`src/rtl/sliced_alu_if.sv`:
```
// Bus between the CPU control unit and sliced_alu: operation request,
// direct-load path and result/handshake outputs.
interface sliced_alu_if #(
    parameter int unsigned WIDTH = 16
);
    logic             i_Enable;
    logic             i_Start;
    logic [2:0]       i_Op;
    logic [WIDTH-1:0] i_Operand;
    logic             i_Save_Flags;
    logic             i_Write_A;
    logic             i_Write_F;
    logic [WIDTH-1:0] i_Data;
    logic [3:0]       i_Flags;
    logic [WIDTH-1:0] o_A;
    logic [3:0]       o_F;
    logic [WIDTH-1:0] o_Result;
    logic             o_Busy;
    logic             o_Done;

    // Control unit side
    modport master (
        output i_Enable, i_Start, i_Op, i_Operand, i_Save_Flags,
        output i_Write_A, i_Write_F, i_Data, i_Flags,
        input  o_A, o_F, o_Result, o_Busy, o_Done
    );

    // ALU side
    modport slave (
        input  i_Enable, i_Start, i_Op, i_Operand, i_Save_Flags,
        input  i_Write_A, i_Write_F, i_Data, i_Flags,
        output o_A, o_F, o_Result, o_Busy, o_Done
    );
endinterface

```
`src/rtl/sliced_alu.sv`:
```
// Multi-cycle accumulator ALU: runs the eight SM83 ALU ops on WIDTH-bit
// operands in SLICE-bit beats, LS slice first, with a carry chain between
// beats. WIDTH must be a multiple of SLICE and SLICE must be at least 4.
module sliced_alu #(
    parameter int unsigned WIDTH = 16,
    parameter int unsigned SLICE = 8
) (
    input logic         i_Clk,
    input logic         i_Reset,
    sliced_alu_if.slave bus_io
);
    localparam int unsigned      BEATS    = WIDTH / SLICE;
    localparam int unsigned      BeatW    = (BEATS > 1) ? $clog2(BEATS) : 1;
    localparam logic [BeatW-1:0] LastBeat = BeatW'(BEATS - 1);

    localparam logic [2:0] OpAdd = 3'd0;
    localparam logic [2:0] OpAdc = 3'd1;
    localparam logic [2:0] OpSub = 3'd2;
    localparam logic [2:0] OpSbc = 3'd3;
    localparam logic [2:0] OpAnd = 3'd4;
    localparam logic [2:0] OpXor = 3'd5;
    localparam logic [2:0] OpOr  = 3'd6;
    localparam logic [2:0] OpCp  = 3'd7;

    typedef enum logic [0:0] {StIdle, StRun} state_e;

    state_e           state_q, state_d;
    logic [BeatW-1:0] beat_q, beat_d;
    logic [WIDTH-1:0] a_q, a_d;
    logic [3:0]       f_q, f_d;
    logic [WIDTH-1:0] result_q, result_d;
    logic             done_q, done_d;
    // Working copies captured at start
    logic [WIDTH-1:0] opa_q, opa_d;
    logic [WIDTH-1:0] opb_q, opb_d;
    logic [2:0]       op_q, op_d;
    logic             save_q, save_d;
    logic             carry_q, carry_d;
    // Partial result, never visible outside until the last beat
    logic [WIDTH-1:0] work_q, work_d;

    logic [31:0]      base;
    logic [SLICE-1:0] a_sl, b_sl, sl_res;
    logic [SLICE:0]   sum, diff;
    logic [4:0]       nib_sum, nib_diff;
    logic             sl_c, sl_h, is_sub;
    logic [WIDTH-1:0] res_full;

    // Slice datapath for the current beat; H comes from bit 3 of the slice,
    // which is only committed on the MS beat.
    always_comb begin
        base     = 32'(beat_q) * SLICE;
        a_sl     = opa_q[base +: SLICE];
        b_sl     = opb_q[base +: SLICE];
        is_sub   = (op_q == OpSub) || (op_q == OpSbc) || (op_q == OpCp);
        sum      = {1'b0, a_sl} + {1'b0, b_sl} + {{SLICE{1'b0}}, carry_q};
        diff     = {1'b0, a_sl} - {1'b0, b_sl} - {{SLICE{1'b0}}, carry_q};
        nib_sum  = {1'b0, a_sl[3:0]} + {1'b0, b_sl[3:0]} + {4'b0, carry_q};
        nib_diff = {1'b0, a_sl[3:0]} - {1'b0, b_sl[3:0]} - {4'b0, carry_q};
        sl_res   = '0;
        sl_c     = 1'b0;
        sl_h     = 1'b0;
        case (op_q)
            OpAdd, OpAdc: begin
                sl_res = sum[SLICE-1:0];
                sl_c   = sum[SLICE];
                sl_h   = nib_sum[4];
            end
            OpSub, OpSbc, OpCp: begin
                sl_res = diff[SLICE-1:0];
                sl_c   = diff[SLICE];
                sl_h   = nib_diff[4];
            end
            OpAnd: begin
                sl_res = a_sl & b_sl;
                sl_h   = 1'b1;
            end
            OpXor:   sl_res = a_sl ^ b_sl;
            default: sl_res = a_sl | b_sl;
        endcase
        res_full                = work_q;
        res_full[base +: SLICE] = sl_res;
    end

    // Next-state logic: start capture, beat sequencing, commit on last beat
    always_comb begin
        state_d  = state_q;
        beat_d   = beat_q;
        a_d      = a_q;
        f_d      = f_q;
        result_d = result_q;
        done_d   = done_q;
        opa_d    = opa_q;
        opb_d    = opb_q;
        op_d     = op_q;
        save_d   = save_q;
        carry_d  = carry_q;
        work_d   = work_q;
        if (bus_io.i_Enable) begin
            done_d = 1'b0;
            case (state_q)
                StIdle: begin
                    if (bus_io.i_Start) begin
                        state_d = StRun;
                        beat_d  = '0;
                        opa_d   = a_q;
                        opb_d   = bus_io.i_Operand;
                        op_d    = bus_io.i_Op;
                        save_d  = bus_io.i_Save_Flags;
                        carry_d = ((bus_io.i_Op == OpAdc) || (bus_io.i_Op == OpSbc)) ? f_q[0]
                                                                                     : 1'b0;
                        work_d  = '0;
                    end else begin
                        // Direct loads only when nothing is being started
                        if (bus_io.i_Write_A) a_d = bus_io.i_Data;
                        if (bus_io.i_Write_F) f_d = bus_io.i_Flags;
                    end
                end
                default: begin
                    work_d  = res_full;
                    carry_d = sl_c;
                    if (beat_q == LastBeat) begin
                        result_d = res_full;
                        if (op_q != OpCp) a_d = res_full;
                        if (save_q) f_d = {(res_full == '0), is_sub, sl_h, sl_c};
                        done_d  = 1'b1;
                        state_d = StIdle;
                        beat_d  = '0;
                    end else begin
                        beat_d = beat_q + 1'b1;
                    end
                end
            endcase
        end
    end

    // State register with synchronous reset; reset aborts any operation
    always_ff @(posedge i_Clk) begin
        if (i_Reset) begin
            state_q  <= StIdle;
            beat_q   <= '0;
            a_q      <= '0;
            f_q      <= '0;
            result_q <= '0;
            done_q   <= 1'b0;
            opa_q    <= '0;
            opb_q    <= '0;
            op_q     <= '0;
            save_q   <= 1'b0;
            carry_q  <= 1'b0;
            work_q   <= '0;
        end else begin
            state_q  <= state_d;
            beat_q   <= beat_d;
            a_q      <= a_d;
            f_q      <= f_d;
            result_q <= result_d;
            done_q   <= done_d;
            opa_q    <= opa_d;
            opb_q    <= opb_d;
            op_q     <= op_d;
            save_q   <= save_d;
            carry_q  <= carry_d;
            work_q   <= work_d;
        end
    end

    assign bus_io.o_A      = a_q;
    assign bus_io.o_F      = f_q;
    assign bus_io.o_Result = result_q;
    assign bus_io.o_Busy   = (state_q == StRun);
    assign bus_io.o_Done   = done_q;
endmodule
```
`src/flat_wrapper.sv`:
```
// flat-port wrapper written by rule: the top's interface ports become plain ports
module sliced_alu_flat 
#(
    parameter int unsigned WIDTH = 16,
    parameter int unsigned SLICE = 8
)
  (i_Clk, i_Reset, bus_io_i_Enable, bus_io_i_Start, bus_io_i_Op, bus_io_i_Operand, bus_io_i_Save_Flags, bus_io_i_Write_A, bus_io_i_Write_F, bus_io_i_Data, bus_io_i_Flags, bus_io_o_A, bus_io_o_F, bus_io_o_Result, bus_io_o_Busy, bus_io_o_Done);
  sliced_alu_if #(.WIDTH(WIDTH)) bus_io_i ();
  input logic i_Clk;
  input logic i_Reset;
  input wire logic [$bits(bus_io_i.i_Enable)-1:0] bus_io_i_Enable;
  input wire logic [$bits(bus_io_i.i_Start)-1:0] bus_io_i_Start;
  input wire logic [$bits(bus_io_i.i_Op)-1:0] bus_io_i_Op;
  input wire logic [$bits(bus_io_i.i_Operand)-1:0] bus_io_i_Operand;
  input wire logic [$bits(bus_io_i.i_Save_Flags)-1:0] bus_io_i_Save_Flags;
  input wire logic [$bits(bus_io_i.i_Write_A)-1:0] bus_io_i_Write_A;
  input wire logic [$bits(bus_io_i.i_Write_F)-1:0] bus_io_i_Write_F;
  input wire logic [$bits(bus_io_i.i_Data)-1:0] bus_io_i_Data;
  input wire logic [$bits(bus_io_i.i_Flags)-1:0] bus_io_i_Flags;
  output wire logic [$bits(bus_io_i.o_A)-1:0] bus_io_o_A;
  output wire logic [$bits(bus_io_i.o_F)-1:0] bus_io_o_F;
  output wire logic [$bits(bus_io_i.o_Result)-1:0] bus_io_o_Result;
  output wire logic [$bits(bus_io_i.o_Busy)-1:0] bus_io_o_Busy;
  output wire logic [$bits(bus_io_i.o_Done)-1:0] bus_io_o_Done;
  assign bus_io_i.i_Enable = bus_io_i_Enable;
  assign bus_io_i.i_Start = bus_io_i_Start;
  assign bus_io_i.i_Op = bus_io_i_Op;
  assign bus_io_i.i_Operand = bus_io_i_Operand;
  assign bus_io_i.i_Save_Flags = bus_io_i_Save_Flags;
  assign bus_io_i.i_Write_A = bus_io_i_Write_A;
  assign bus_io_i.i_Write_F = bus_io_i_Write_F;
  assign bus_io_i.i_Data = bus_io_i_Data;
  assign bus_io_i.i_Flags = bus_io_i_Flags;
  assign bus_io_o_A = bus_io_i.o_A;
  assign bus_io_o_F = bus_io_i.o_F;
  assign bus_io_o_Result = bus_io_i.o_Result;
  assign bus_io_o_Busy = bus_io_i.o_Busy;
  assign bus_io_o_Done = bus_io_i.o_Done;
  sliced_alu #(.WIDTH(WIDTH), .SLICE(SLICE)) u_core (.i_Clk(i_Clk), .i_Reset(i_Reset), .bus_io(bus_io_i));
endmodule
```
`config.mk`:
```
export PLATFORM = sky130hd
export DESIGN_NAME = sliced_alu_flat
export DESIGN_NICKNAME = d
export VERILOG_FILES = /design/src/rtl/sliced_alu_if.sv /design/src/rtl/sliced_alu.sv /design/src/flat_wrapper.sv
export SDC_FILE = /design/constraint.sdc
export NUM_CORES = 1
export LEC_CHECK = 0
export CAP_MARGIN = 0
export CORE_MARGIN = 2
export CORE_UTILIZATION = 50
export DETAILED_ROUTE_END_ITERATION = 10
export DONT_BUFFER_PORTS = 1
export GPL_TIMING_DRIVEN = 0
export PLACE_DENSITY = 0.71
export SLEW_MARGIN = 20
export SYNTH_ARGS = -nofsm -noshare
export SYNTH_HDL_FRONTEND = slang
export SYNTH_SLANG_ARGS = --single-unit
```
`constraint.sdc`:
```
create_clock -name i_Clk -period 4.42 [get_ports i_Clk]
set_input_delay 0.442 -clock i_Clk [delete_from_list [all_inputs] [get_ports i_Clk]]
set_output_delay 0.442 -clock i_Clk [all_outputs]
set_load 0.01 [all_outputs]
```
==> After elaboration in Yosys (flattened, before gate mapping) <==
Cells that the tools add are included.
{ "totals": {"register_bits": 92, "out_inout_bits": 38, "wordCells": 85} }
{ "classes": {"add_sub_neg": 10, "n_eq_ne": 13, "n_shift": 4, "mux": 27, "n_bitwise": 4, "reduce_logical": 15} }
{ "op_table": {"columns": ["cell", "count"], "rows": [
  ["16-bit 2-to-1 mux", 7],
  ["4-bit negation with 34-bit output", 1],
  ["8-bit by 34-bit variable shift with 16-bit output (first input constant)", 1],
  ["8-bit by 34-bit variable part select with 16-bit output", 1],
  ["8-bit case mux with 4 select lines", 1],
  ["16-bit by 5-bit variable part select with 8-bit output", 2],
  ["4-bit 2-to-1 mux", 5],
  ["16-bit bitwise mux", 1],
  ["16-bit zero test", 1],
  ["1-bit 2-to-1 mux", 11],
  ["5-bit AND reduction", 2],
  ["8-bit by 8-bit adder with 9-bit output", 1],
  ["9-bit by 1-bit adder with 9-bit output", 1],
  ["3-bit by 2-bit == test with 1-bit output (second input constant)", 3],
  ["3-bit == test (second input constant)", 3],
  ["8-bit by 8-bit subtractor with 9-bit output", 1],
  ["9-bit by 1-bit subtractor with 9-bit output", 1],
  ["8-bit AND", 1],
  ["8-bit bitwise OR", 1],
  ["8-bit XOR", 1],
  ["3-bit by 1-bit == test with 1-bit output (second input constant)", 2],
  ["2-bit inequality test (second input constant)", 3],
  ["3-bit AND reduction", 2],
  ["2-bit nonzero test", 3],
  ["other kinds (15)", 17]
]} }

==> Logic depth before layout (Yosys ltp) <==
Gate-level depths: netlist of the first run.
{ "logic_depth": {"depth_word": 10, "depth_mapped": 14} }

==> Least setup slack after synthesis of the first run <==
OpenSTA, ideal clock, no wires.
{ "synth_timing": {"path_kind": "reg2reg", "start": "register u_core.beat_q", "end": "register u_core.f_q[3] (netlist: u_core.bus_io.o_F[3])", "setup_time_ns": 0.059, "arrival_time_ns": 3.721, "required_ns": 4.361, "slack_ns": 0.640, "path_stages_with_launch": 14, "n_path_buf": 3, "period_less_slack_ns": 3.780, "cell_sequence": "dfxtp_1 -> buf_6 -> clkbuf_1 -> clkbuf_1 -> mux2i_1 -> inv_1 -> fa_1 -> fa_1 -> o21a_1 -> or3_1 -> a31oi_1 -> o311ai_0 -> nor4_1 -> a41o_1"} }
{ "synth_via": {"elab_chain_len": 10, "word_cells_on_any_way": 20} }
{ "synth_rtl": {"columns": ["item", "line_no", "source"], "rows": [
  ["start, declared", "sliced_alu.sv:28", "logic [BeatW-1:0] beat_q, beat_d;"],
  ["start signal, assigned", "sliced_alu.sv:154", "beat_q <= beat_d;"],
  ["16-bit by 5-bit variable part select with 8-bit output, on equally long branches", "sliced_alu.sv:53, sliced_alu.sv:54", null],
  ["8-bit by 8-bit subtractor with 9-bit output / 8-bit by 8-bit adder with 9-bit output (equally long branches)", "sliced_alu.sv:57, sliced_alu.sv:56", null],
  ["9-bit by 1-bit subtractor with 9-bit output / 9-bit by 1-bit adder with 9-bit output (equally long branches)", "sliced_alu.sv:57, sliced_alu.sv:56", null],
  ["8-bit case mux with 4 select lines", "sliced_alu.sv:63", "case (op_q)"],
  ["8-bit by 34-bit variable part select with 16-bit output", "sliced_alu.sv:82", "res_full[base +: SLICE] = sl_res;"],
  ["16-bit bitwise mux", "sliced_alu.sv:82", null],
  ["16-bit zero test", "sliced_alu.sv:125", "if (save_q) f_d = {(res_full == '0), is_sub, sl_h, sl_c};"],
  ["4-bit 2-to-1 mux", "sliced_alu.sv:125", null],
  ["4-bit 2-to-1 mux", "sliced_alu.sv:122", "if (beat_q == LastBeat) begin"],
  ["4-bit 2-to-1 mux", "sliced_alu.sv:101", "case (state_q)"],
  ["end signal, assigned", "sliced_alu.sv:143", "f_q <= '0;"],
  ["end signal, assigned", "sliced_alu.sv:156", "f_q <= f_d;"],
  ["end, declared", "sliced_alu.sv:30", "logic [3:0] f_q, f_d;"]
]} }
Several ways; a longest one is shown, not always the timed one. The select of a mux whose other input is x is not followed.
A chain may end at the register's enable or synchronous reset.

==> Worst setup path after layout of the first run <==
{ "layout_timing": {"start": "register u_core.beat_q", "end": "register u_core.f_q[0] (netlist: u_core.bus_io.o_F[0])"} }
{ "layout_via": {"elab_chain_len": 7, "word_cells_on_any_way": 12} }
{ "layout_rtl": {"columns": ["item", "line_no"], "rows": [
  ["16-bit by 5-bit variable part select with 8-bit output, on equally long branches", "sliced_alu.sv:53, sliced_alu.sv:54"],
  ["8-bit by 8-bit subtractor with 9-bit output / 8-bit by 8-bit adder with 9-bit output (equally long branches)", "sliced_alu.sv:57, sliced_alu.sv:56"],
  ["9-bit by 1-bit subtractor with 9-bit output / 9-bit by 1-bit adder with 9-bit output (equally long branches)", "sliced_alu.sv:57, sliced_alu.sv:56"],
  ["1-bit case mux with 2 select lines", "sliced_alu.sv:63"],
  ["4-bit 2-to-1 mux", "sliced_alu.sv:125"],
  ["4-bit 2-to-1 mux", "sliced_alu.sv:122"],
  ["4-bit 2-to-1 mux", "sliced_alu.sv:101"]
]} }
Several ways; a longest one is shown, not always the timed one. The select of a mux whose other input is x is not followed.

==> results, run 1 <==
- The flow ran to the end, and the final reports show no timing, DRC or antenna violations.
- Counting the buffers created by CTS gives 9.
- The leakage power is 0.00211 µW.
- Before antenna repair, the detailed router went through 5 iterations.
- The final worst clock skew is 0.0102 ns.
- The transition time at the pin with the least slew margin is roughly 0.94 ns.
- The arrival time of data at the critical path endpoint is between 4 and 5 ns.
- The count of hold buffers inserted by post-cts repair is 0.
- The synthesized flop and latch total is 92.
- Setup repair after global routing left no endpoint under its margin.
- The weighted congestion at the end of routability-driven global placement is between 0.9 and 1.
- The overall fraction of global-route tracks in use is 0.321.
- The clock slew at the register clock pins of the worst setup and hold paths is 0.09 ns.
- The startpoint of the tightest hold check path is bus_io_i_Operand[4].
- The final-layout worst hold slack is 0.198 ns.
- The sort of element at the end of the critical path is a flop.
- The initialized floorplan defines 37 standard-cell rows.
- The worst hold path depth is 2.
- The worst-case IR drop observed on VDD is between 0.0002 and 0.0003 V.
- The number of antenna violations at the first check in global routing is 0.
- The peak clock frequency supported by timing is 239 MHz.
- The clock tree synthesis step divided the H-tree into 3 levels.
- The internal power of the cells totals 1190 µW.
- The power share of the sequential group is 0.504.
- Of all nets on the critical path, the largest fanout is 19.
- In this run the horizontal extent of the chip is between 100 and 150 µm.
- The combined area of all synthesized cells is 5290 µm².
- The type of origin of the critical path is a flop.
- Measured in cells, the most critical reg-to-reg path has a length of 11.
- The count of max-cap constraint violations is 0.
- Input and output buffers added on the ports amount to 0.
- The maximum number of pins on one net before global-route repair is 20.
- The min-delay analysis places its worst path in the category input pin to flop.
- The shortest period the worst path allows is 4.19 ns.
- Summing over every cut layer, the via total after detailed routing is slightly above 5000.
- The chip height is 107 µm.
- The layout-stage area growth over the synthesis result is 6.93%.
- For this run, asynchronously set or reset flops after synthesis account for 0.
- The DRC violations left is 0.
- The ratio of cells with drive above 1 in the final layout is 0.0641.
- TritonCTS built the clock tree.
- In this run, synthesis inferred 0 flip-flops with an integrated enable.
- By area the synthesized netlist is led by dfxtp_1, nand2_1, a21oi_1.
- The commonest cells after synthesis are nand2_1, dfxtp_1, a21oi_1.
- In this design, the stage delay of the slowest critical-path cell is 0.82 ns.
- The synthesized design spends more area on one cell type than any other, namely dfxtp_1.
- The count of placed standard cells including taps is 823.
- The endpoint required time on the critical path is 4.69 ns.
- 0 antenna diodes ended up in the layout.
- The startpoint of the worst register-to-register path is u_core.beat_q.
- The most used flip-flop cell after synthesis is dfxtp_1.
- The class of the most critical setup path is flop to flop.
- The finished layout holds 838 standard cells, fillers aside.
- The cell type of the slowest stage on the worst timing path is a2111oi_0.
- The starting DRC count in detailed routing is 444.
- A synthesized cell averages 7.71 µm².
- The number of global-route vias before repair is 4914.
- 84 I/O pins were placed.
- The number of buffers on the longest clock path is 2.
- Adding up every negative setup slack in the final design gives 0 ns.
- The worst slew slack as a fraction of its limit is 0.370.
- The floorplan step defined a die boundary enclosing 11400 µm².
- The critical path depth is 11.
- The proportion of netlist area held by the largest area contributor is 0.348.
- The fraction of power spent switching nets is 0.314.
- Using the TritonRoute via totals, the vias-per-cell ratio works out to 6.18.
- Of the synthesized area, sequential elements account for 0.348.
- The wire length per cell is 21.0 µm.
- Synthesis produced 687 cells.
- The final wirelength is 17600 µm.
- The number of endpoints with negative hold slack in the final report is 0.
- After the last flow step, the layout net total stands at 775.
- The clock network fraction of design power is 0.318.
- The initial utilization of the core area, before any placement, comes to 0.513.
- Once detail routing completed, the nets flagged for antenna violations numbered 0.
- The global route total overflow is 0.
- The count of final max-slew check failures is 0.
- Synthesis instantiated 62 different standard cells from the library.
- The total power divided by cell area is a little over 300 nW/µm².
- At the later pin of the worst-skew pair, clock insertion delay measures 0.37 ns.
- Walking the worst path, the cells encountered are buf_6 -> clkbuf_4 -> mux2i_1 -> ha_1 -> ha_1 -> o21ai_0 -> a2111oi_0 -> o21ai_0 -> a21oi_1 -> nor3_1 -> o41ai_1.
- The number of nets in the synthesized netlist is about 770.
- The clock net sink count is 92.
- The switching component of the power is 543 µW.
- The final number of setup-violating endpoints is 0.
- The launching instance or port of the critical path is u_core.beat_q.
- The root buffer selected by CTS is clkbuf_8.
- The cell type group with the largest total delay on the critical path is compound AO/OA/AOI/OAI gates.
- Of the total power, combinational logic draws 0.178.
- Yosys printed 0 warnings.
- In the post-synthesis netlist, the cell with the most instances is nand2_1.
- In the finished design, the share of the clock period the worst path needs comes to 0.948.
- The post-detailed-placement half-perimeter wirelength is roughly 14000 µm.
- The first global-routing pass estimated 27800 µm of wire.
- The number of buffers and inverters on the critical path is 2.
- The core region area is 10300 µm².
-- power groups by stage --
stage / Combinational [µW] / Clock, µW / Sequential, µW
5_1_grt: 334 / 583 / 874
3_3_place_gp: 293 / 0 / 890
2_1_floorplan: 212 / 0 / 883
6_report: 308 / 550 / 872
3_5_place_dp: 296 / 0 / 891
4_1_cts: 298 / 552 / 871
-- sequential cells by signal, summed over array words and instances (netlist names) --
name,count
u_core.bus_io.o_A,16
u_core.bus_io.o_Result,16
u_core.opa_q,16
u_core.opb_q,16
u_core.work_q,16
u_core.bus_io.o_F,4
u_core.op_q,3
u_core.beat_q,1
u_core.bus_io.o_Busy,1
u_core.bus_io.o_Done,1
u_core.carry_q,1
u_core.save_q,1
-- metrics by stage --
step	setup slack (ns)	utilization	total power [µW]	cell area (µm²)
after detailed placement	-0.516	0.529	1190	5460
final	0.231	0.548	1730	5660
after CTS	0.344	0.548	1720	5660
after floorplan	0.640	-	1090	5290
after global routing	0.0296	0.548	1790	5660
after global placement	-0.564	0.529	1180	5460
-- metal layers --
| metal | routed length (µm) | global-route usage |
|---|---|---|
| met1 | 7510 | 0.437 |
| met2 | 7850 | 0.504 |
| met3 | 1730 | 0.0736 |
| met4 | 485 | 0.103 |
| met5 | 0 | 0 |
-- repair_timing --
action,4_1_cts,5_1_grt
pin swaps,0,0
endpoints found under the setup margin,25,1
endpoints found under the hold margin,0,0
buffers inserted,0,0
gates resized for setup,5,1
-- cell usage in the layout (no fill, tap or decap), types with 11 or more instances in the layout --
cell type  instances
clkbuf_1          32
clkbuf_8          11
nand3_1           13
nor2_1            47
o211ai_1          12
o21ai_0           28
dfxtp_1           92
a21oi_1           84
mux2i_1           17
inv_1             32
nand2_1          141
ha_1              28
-- kinds of logic (layout without fill, tap and decap cells) --
logic type               count (synthesis)  count (layout)  synth area share
AO/OA/AOI/OAI                          195             195             0.239
flip-flops                              92              92             0.348
XOR/XNOR                                 3               3           0.00496
multiplexers                            22              22            0.0430
adder cells (fa/ha/maj)                 32              32            0.0813
AND/OR/NAND/NOR                        264             264             0.223
buffers and inverters                   79              94            0.0610
-- area by class of cell --
class | count | area, µm²
flip-flops and latches | 92 | 1840
plain buffers | 44 | 196
inverters | 34 | 128
clock buffers | 12 | 155
well taps | 136 | 170
clock inverters | 4 | 32.5
fillers | 1006 | 4660
multi-input cells | 516 | 3140
-- worst paths after layout --
path,slack (ns),to
min,0.20,u_core.opb_q[4]
max,0.23,u_core.bus_io.o_F[0]
min reg2reg,0.46,u_core.opa_q[10]
max reg2reg,0.23,u_core.bus_io.o_F[0]
Note: power is estimated with default switching activity, not from simulation.
==> inputs of run 2 (changes only) <==
--- a/config.mk
+++ b/config.mk
@@ -5,9 +5,11 @@
 export SDC_FILE = /design/constraint.sdc
 export NUM_CORES = 1
 export LEC_CHECK = 0
+export ABC_AREA = 1
 export CAP_MARGIN = 0
 export CORE_MARGIN = 2
 export CORE_UTILIZATION = 50
+export CTS_CLUSTER_SIZE = 12
 export DETAILED_ROUTE_END_ITERATION = 10
 export DONT_BUFFER_PORTS = 1
 export GPL_TIMING_DRIVEN = 0
==> results, run 2 <==
- Measured against its own limit, the worst slew margin works out to 0.499.
- The die covers 11300 µm².
- Setup slack on the critical path of the routed design comes to 0.352 ns.
- The cell type of the slowest stage on the worst timing path is fa_1.
- The final number of setup-violating endpoints is 0.
- Fill cells in the final layout number slightly above 1000.
- For this run, the leading register cell type out of synthesis is dfxtp_1.
- The synthesized netlist contains 28 unique library cells.
- The met2 track demand over resource is 0.457.
- The floorplan step set the die height to ~110 µm.
- The DRC violations left is 0.
- Leaving out fill and tap cells, the most frequent cells in the layout are nand2_1, a21oi_1, dfxtp_1, inv_1, o21ai_0.
- The routed via count divided by cell count is around 5.8.
- The proportion of netlist area held by the largest area contributor is 0.351.
- Of the total synthesized cell area, the portion taken by AND, OR, NAND and NOR gates is 0.259.
- Of the available clock period, the critical path in the final layout requires 0.920.
- Synthesis produced a netlist whose cell count is around 790.
- The CTS tree is done.
- The number of nets produced by synthesis is 865.
- The total CTS buffers is 9.
- The type of the most critical hold path is input pin to flop.
- The critical path crosses 21 cells after its start point.
- Setup repair after global routing left no endpoint under its margin.
- The most numerous cell type found on the critical path is nand2_1.
- The endpoint required time on the critical path is 4.73 ns.
- The number of warning messages in the yosys log is 0.
- Counting both buffers and inverters, the worst setup path holds a total of 6.
- The number of buffers on the longest clock path is 2.
- From synthesis to final layout, the design area changed by 8.14%.
- The total number of placement rows is 37.
- The class of the most critical setup path is flop to flop.
- The final layout contains a little under 900 nets.
- The total power divided by cell area is between 300 and 400 nW/µm².
- The share of flip-flops with an asynchronous set or reset after synthesis is 0.
- Of the synthesized area, sequential elements account for 0.351.
- The most common library cell in the layout ignoring fill and taps is nand2_1.
- At the pin with the least slew margin, the transition time is 0.746 ns.
- The signal on the critical path passes through clkbuf_4 -> clkbuf_4 -> clkbuf_2 -> nand2_1 -> o21ai_1 -> inv_1 -> fa_1 -> inv_1 -> fa_1 -> inv_1 -> nand3_1 -> nand2_1 -> nand2_1 -> nand2_1 -> nand2_1 -> nand3_1 -> nand3_1 -> nand2_1 -> o21ai_0 -> nand2_1 -> a21oi_1.
- The endpoint of the worst register-to-register path is u_core.bus_io.o_A[6].
- The width of the die is 107 µm.
- The number of antenna violations at the first check in global routing came to 0.
- The shortest period the worst path allows is 4.07 ns.
- During placement, the flow inserted port buffers numbering 0.
- Routability-driven placement finished with a final weighted congestion of 0.981.
- The root buffer selected by CTS is clkbuf_8.
- The peak clock frequency supported by timing is 246 MHz.
- The portion of synthesized area spent on multiplexers is 0.
- The worst setup path is launched from a flop.
- The synthesized flop and latch total is 92.
- The startpoint of the worst register-to-register path is u_core.beat_q.
- The starting DRC count in detailed routing is between 500 and 600.
- The number of search-and-repair iterations in the first detailed-routing pass is 6.
- The number of global-route vias before repair is 4953.
- Detailed placement finished with a half-perimeter wire length of 13300 µm.
- The global-route track usage on met3 is 0.0687.
- Summing all flip-flop and latch instances after layout gives between 1500 and 2000 µm².
- The compound-gate portion of the synthesized area is 0.207.
- The count of final max-slew check failures came to 0.
- The worst register-to-register path has a setup slack of 0.35 ns.
- Total power for the finished layout comes to 2120 µW.
- After floorplanning, the core was sized to cover 10300 µm².
- The via count of the routed design is 5402.
- The number of diodes is 0.
- Yosys attributes the largest share of cell area to dfxtp_1, nand2_1, a21oi_1.
- The global route total overflow is 0.
- The highest-utilization routing layer at the global route stage is met2.
- The overall fraction of global-route tracks in use is 0.307.
- The arrival time of data at the critical path endpoint is roughly 4.4 ns.
- The initial standard-cell utilization of the core is 0.511.
- In this run the mean area of a mapped cell was 6.68 µm².
- In the synthesized netlist, the cells that appear most often are nand2_1, a21oi_1, dfxtp_1.
- The combinational family with the most area after synthesis is simple AND/OR/NAND/NOR gates.
- In this run the worst setup path begins at u_core.beat_q.
- The sort of element at the end of the critical path is a flop.
- The post-place setup slack is -0.0519 ns.
- The final worst clock skew is approximately 0.0082 ns.
- On the worst path, the slowest cell contributes a delay of 0.52 ns.
- VDD sags by at most 0.000229 V.
- The worst-skew pair later-pin latency is 0.37 ns.
- Once detail routing completed, the nets flagged for antenna violations numbered 0.
- The design area is roughly 5700 µm².
- The clock net sink count is ~90.
- The synthesized design contains 0 enable-type register cells.
- The library cell with the highest instance count after synthesis is nand2_1.
- Across the run, the number of max-cap violations was 0.
- Of the cells placed in the final design, the portion with a size suffix greater than 1 is 0.0585.
- At the end of the flow the core is filled with cells to 0.553.
- The leakage power is 0.00249 µW.
- The global-route wire length before repair is 26800 µm.
- In this run the cell area measured after placement is 5420 µm².
- Entering global routing, the biggest net connects 17 pins.
- Pin placement for this block handled 84 I/O pins.
- After detailed routing, the total wire length is 17100 µm.
- Of the total synthesized cell area, the portion taken by XOR and XNOR cells is 0.
- The synthesized netlist occupies a cell area of 5250 µm².
- The peak fanout along the critical path is 10.
- Clock-pin slew was measured on the worst setup and hold paths at 0.10 ns.
- The critical path ends at u_core.bus_io.o_A[6].
- The count of hold buffers inserted by post-cts repair is 0.
- The depth of the worst register-to-register path is 21.
- The cell type group with the largest total delay on the critical path is buffers and inverters.
- The flow ran to the end, and the final reports show no timing, DRC or antenna violations.
- Summed over all instances, the cell type with the most area after synthesis is dfxtp_1.
- Of the total synthesized cell area, the portion taken by full adders, half adders and majority gates is 0.0819.
- In the final routed layout, each cell accounts on average for around 18 µm.
- The fraction of met1 tracks used by global routing is 0.441.
- The footprint of the multi-input gates is about 2900 µm².
- The clock tree synthesis step divided the H-tree into 3 levels.
- The number of endpoints with negative hold slack in the final report is 0.
run 2: cell count changes after synthesis, moves of 10 or more:
| cell | change |
|---|---|
| a21oi_1 | +23 |
| inv_1 | +58 |
| mux2i_1 | -19 |
| nand2_1 | +47 |
| nand2b_1 | -10 |
| nand3_1 | +55 |
| nand4_1 | +11 |
| nor2_1 | -17 |
| o21ai_0 | +50 |
run 2: worst min-delay path by stage:
stage                         from          endpoint  slack [ns]  depth (start not counted)
2_1_floorplan     u_core.opa_q[10]  u_core.opa_q[10]        0.43                          2
3_3_place_gp      u_core.opb_q[15]  u_core.opb_q[15]        0.44                          2
3_5_place_dp      u_core.opb_q[15]  u_core.opb_q[15]        0.45                          2
4_1_cts        bus_io_i_Operand[0]   u_core.opb_q[0]        0.23                          2
5_1_grt        bus_io_i_Operand[2]   u_core.opb_q[2]        0.23                          2
6_report       bus_io_i_Save_Flags     u_core.save_q        0.23                          2
run 2: worst reg2reg max path: stages (launching register included):
cell	delay [ns]
dfxtp_1	0.38
clkbuf_4	0.23
clkbuf_4	0.24
clkbuf_2	0.27
nand2_1	0.08
o21ai_1	0.33
inv_1	0.19
fa_1	0.52
inv_1	0.10
fa_1	0.16
inv_1	0.07
nand3_1	0.09
nand2_1	0.10
nand2_1	0.11
nand2_1	0.05
nand2_1	0.08
nand3_1	0.07
nand3_1	0.10
nand2_1	0.20
o21ai_0	0.33
nand2_1	0.15
a21oi_1	0.15
run 2: metal layers:
metal / wire length (µm) / part of all wire
met2: 7430 / 0.43
met1: 7580 / 0.44
met4: 387 / 0.023
met3: 1750 / 0.10
met5: 0 / 0
run 2: through the flow:
step                std cells  hold WS [ns]  setup TNS [ns]
detailed placement        923         0.445         -0.0761
finish                    939         0.231               0
floorplan                 787         0.429               0
global route              939         0.230               0
CTS                       939         0.228               0
global placement          923         0.441         -0.0461
run 2: layout make-up:
type                            count  share of cell area
Tap cell                          136              0.0299
Inverter                           96              0.0634
Sequential cell                    92               0.324
Clock inverter                      7              0.0216
Multi-Input combinational cell    557               0.507
Buffer                             42              0.0324
Clock buffer                        9              0.0218
run 2: repair_timing:
item                                    4_1_cts  5_1_grt
endpoints found under the setup margin        4        7
setup buffers                                 0        0
resized for setup                             2        8
run 2: cell families after synthesis:
logic type	count (synthesis)
and+or+nand+nor	317
adders and majority gates	32
DFF	92
buffers and inverters	138
AOI/OAI and AO/OA	208
run 2: report_power, final:
group,switching (µW),total [µW],internal (µW)
sequential,36.8,903,866
clock,323,703,381
combinational,358,515,157
total,717,2120,1400
==> inputs of run 3 (changes only) <==
--- a/config.mk
+++ b/config.mk
@@ -13,8 +13,9 @@
 export DETAILED_ROUTE_END_ITERATION = 10
 export DONT_BUFFER_PORTS = 1
 export GPL_TIMING_DRIVEN = 0
-export PLACE_DENSITY = 0.71
+export PLACE_DENSITY = 0.69
 export SLEW_MARGIN = 20
 export SYNTH_ARGS = -nofsm -noshare
 export SYNTH_HDL_FRONTEND = slang
 export SYNTH_SLANG_ARGS = --single-unit
+export TNS_END_PERCENT = 100
==> results, run 3 (synthesized netlist as in run 2, its figures left out) <==
- The worst slew slack as a fraction of its limit is 0.504.
- For the pin with the worst max-slew slack, the measured transition is between 0.7 and 0.8 ns.
- The number of diodes is 0.
- The final number of setup-violating endpoints is 0.
- The reg2reg setup slack is between 0.2 and 0.3 ns.
- The total CTS buffers is 9.
- The total number of placement rows is 37.
- In the global route stage, overall resource usage came out at 0.313.
- The total power divided by cell area is 360 nW/µm².
- After global routing the overflow that remains totals 0.
- The quantity of I/O buffers inserted on ports is 0.
- For this run, global-route usage on met2 was measured as 0.451.
- The arrival time of data at the critical path endpoint is 4.47 ns.
- No sink is reached through more buffers than the 2 on the longest clock path.
- The routed design has 17600 µm of wire.
- STA classifies the critical path endpoint as a flop.
- The post-detailed-placement half-perimeter wirelength is 13700 µm.
- The die is 107 µm wide.
- Summing all non-filler instances in the final layout gives an area of between 5000 and 6000 µm².
- The run finished with clean final reports.
- For this design, the CTS-stage hold fixing added 0 buffers.
- The core region area is 10300 µm².
- The floorplan step set the die height to between 100 and 150 µm.
- Leaving out fill and tap cells, the most frequent cells in the layout are nand2_1, a21oi_1, dfxtp_1, inv_1, o21ai_0.
- The maximum number of pins on one net before global-route repair is 18.
- The first global-routing pass estimated 27000 µm of wire.
- The wire length per cell is 18.7 µm.
- The peak clock frequency supported by timing is 240 MHz.
- At the end of routability-driven placement, the weighted congestion stood at ~0.93.
- The highest-utilization routing layer at the global route stage is met1.
- The initial utilization of the core area, before any placement, comes to 0.511.
- The H-tree generated during clock tree synthesis spans 3 levels.
- The leakage power is 0.00248 µW.
- The via count of the routed design is 5464.
- Leaving out fill and tap cells, the most frequent cell in the layout is nand2_1.
- The count of final max-slew check failures is 0.
- The worst-case vdd ir drop is 0.000254 V.
- The starting DRC count in detailed routing is 537.
- Dividing the final minimum period by the clock period gives 0.942.
- The endpoint required time on the critical path is 4.73 ns.
- The number of antenna violations at the first check in global routing is 0.
- The CTS tree is done.
- At the placement stage, the worst setup path has a slack of -0.236 ns.
- The layout-stage area growth over the synthesis result is 7.43%.
- The number of ports placed on the die boundary is 84.
- CTS saw 92 sinks.
- The class of the most critical setup path is flop to flop.
- The tightest min-delay check is of the input pin to flop type.
- The final worst clock skew is between 0.01 and 0.015 ns.
- The die covers 11300 µm².
- The smallest clock period supported by the final layout is computed as 4.16 ns.
- Clock-pin slew was measured on the worst setup and hold paths at 0.11 ns.
- The total placed instance area is around 5400 µm².
- The number of search-and-repair iterations in the first detailed-routing pass is 5.
- The number of global-route vias before repair is 4914.
- The ratio of cells with drive above 1 in the final layout is 0.0597.
- In the routed layout, each cell is associated on average with a via count of ~5.8.
- For this run, design rule violations remaining after detail routing come to 0.
- The count of max-cap constraint violations is 0.
- CTS placed an instance of clkbuf_8 at the clock tree root.
- The number of endpoints with negative hold slack in the final report came to 0.
- The worst setup path is launched from a flop.
- In the global route stage, met3 resource usage came out at 0.0742.
- Of all nets on the critical path, the largest fanout is 10.
- For the worst-skew pair, the clock arrives at the later sink with an insertion delay of approximately 0.37 ns.
- For this run, global-route usage on met1 was measured as 0.455.
- In the final design database the tool counted 877 nets.
- Once detail routing completed, the nets flagged for antenna violations numbered 0.
- The final critical-path setup slack is ~0.26 ns.
## run 3: what timing repair did
action	CTS	global route
cloned	0	0
setup buffers	0	1
setup endpoints to repair	3	5
gates resized for setup	3	4
## run 3: layer usage
| layer | vias to the layer above | share of wire |
|---|---|---|
| met5 | - | 0 |
| met4 | 0 | 0.028 |
| met3 | 30 | 0.12 |
| li1 | 2612 | - |
| met2 | 328 | 0.41 |
| met1 | 2494 | 0.44 |
## run 3: layout make-up
| type | count | area (µm²) |
|---|---|---|
| fill | 1085 | 4630 |
| multi-input combinational | 557 | 2880 |
| sequential | 92 | 1840 |
| inverter | 96 | 360 |
| buffer | 42 | 181 |
| tap | 136 | 170 |
| clock buffer | 9 | 124 |
| clock inverter | 7 | 80.1 |
| timing repair buffer | 1 | 7.51 |
## run 3: path summary, 6_finish.rpt
| check | startpoint | to | cells past startpoint |
|---|---|---|---|
| setup / recovery | u_core.beat_q | u_core.bus_io.o_F[3] | 23 |
| hold / removal | bus_io_i_Flags[2] | u_core.bus_io.o_F[2] | 2 |
| setup reg to reg | u_core.beat_q | u_core.bus_io.o_F[3] | 23 |
| hold reg to reg | u_core.opb_q[15] | u_core.opb_q[15] | 2 |
## run 3: report_power, final
part           leakage [µW]  switching [µW]  internal [µW]
logic               0.00163             359            157
clock network      0.000103             338            271
registers          0.000749            37.7            866
total               0.00248             735           1290
## run 3: worst max-delay path, cell delays in order (launching register included)
cell and delay, ns:
dfxtp_1 0.38, buf_2 0.25, clkbuf_4 0.27, clkbuf_4 0.27, nand2_1 0.07, o21ai_0 0.20
inv_1 0.15, fa_1 0.48, fa_1 0.46, inv_1 0.09, nand2_1 0.05, nand2_1 0.05
nor2_1 0.04, nor2_2 0.15, nand3_1 0.13, nand2_1 0.12, nand3_1 0.19, nor2_1 0.17
nand2_1 0.07, nor2_1 0.09, nand2_1 0.06, nor2_1 0.08, nand2_1 0.13, a21oi_2 0.14
## run 3: per-stage QoR
step,power (µW),cells,util,hold WS [ns],setup TNS (ns)
floorplan,1270,787,-,0.429,0
global placement,1420,923,0.528,0.441,-0.346
detailed placement,1420,923,0.528,0.445,-0.242
CTS,2020,939,0.548,0.232,0
global route,2140,940,0.549,0.241,-0.00711
finish,2030,940,0.549,0.229,0
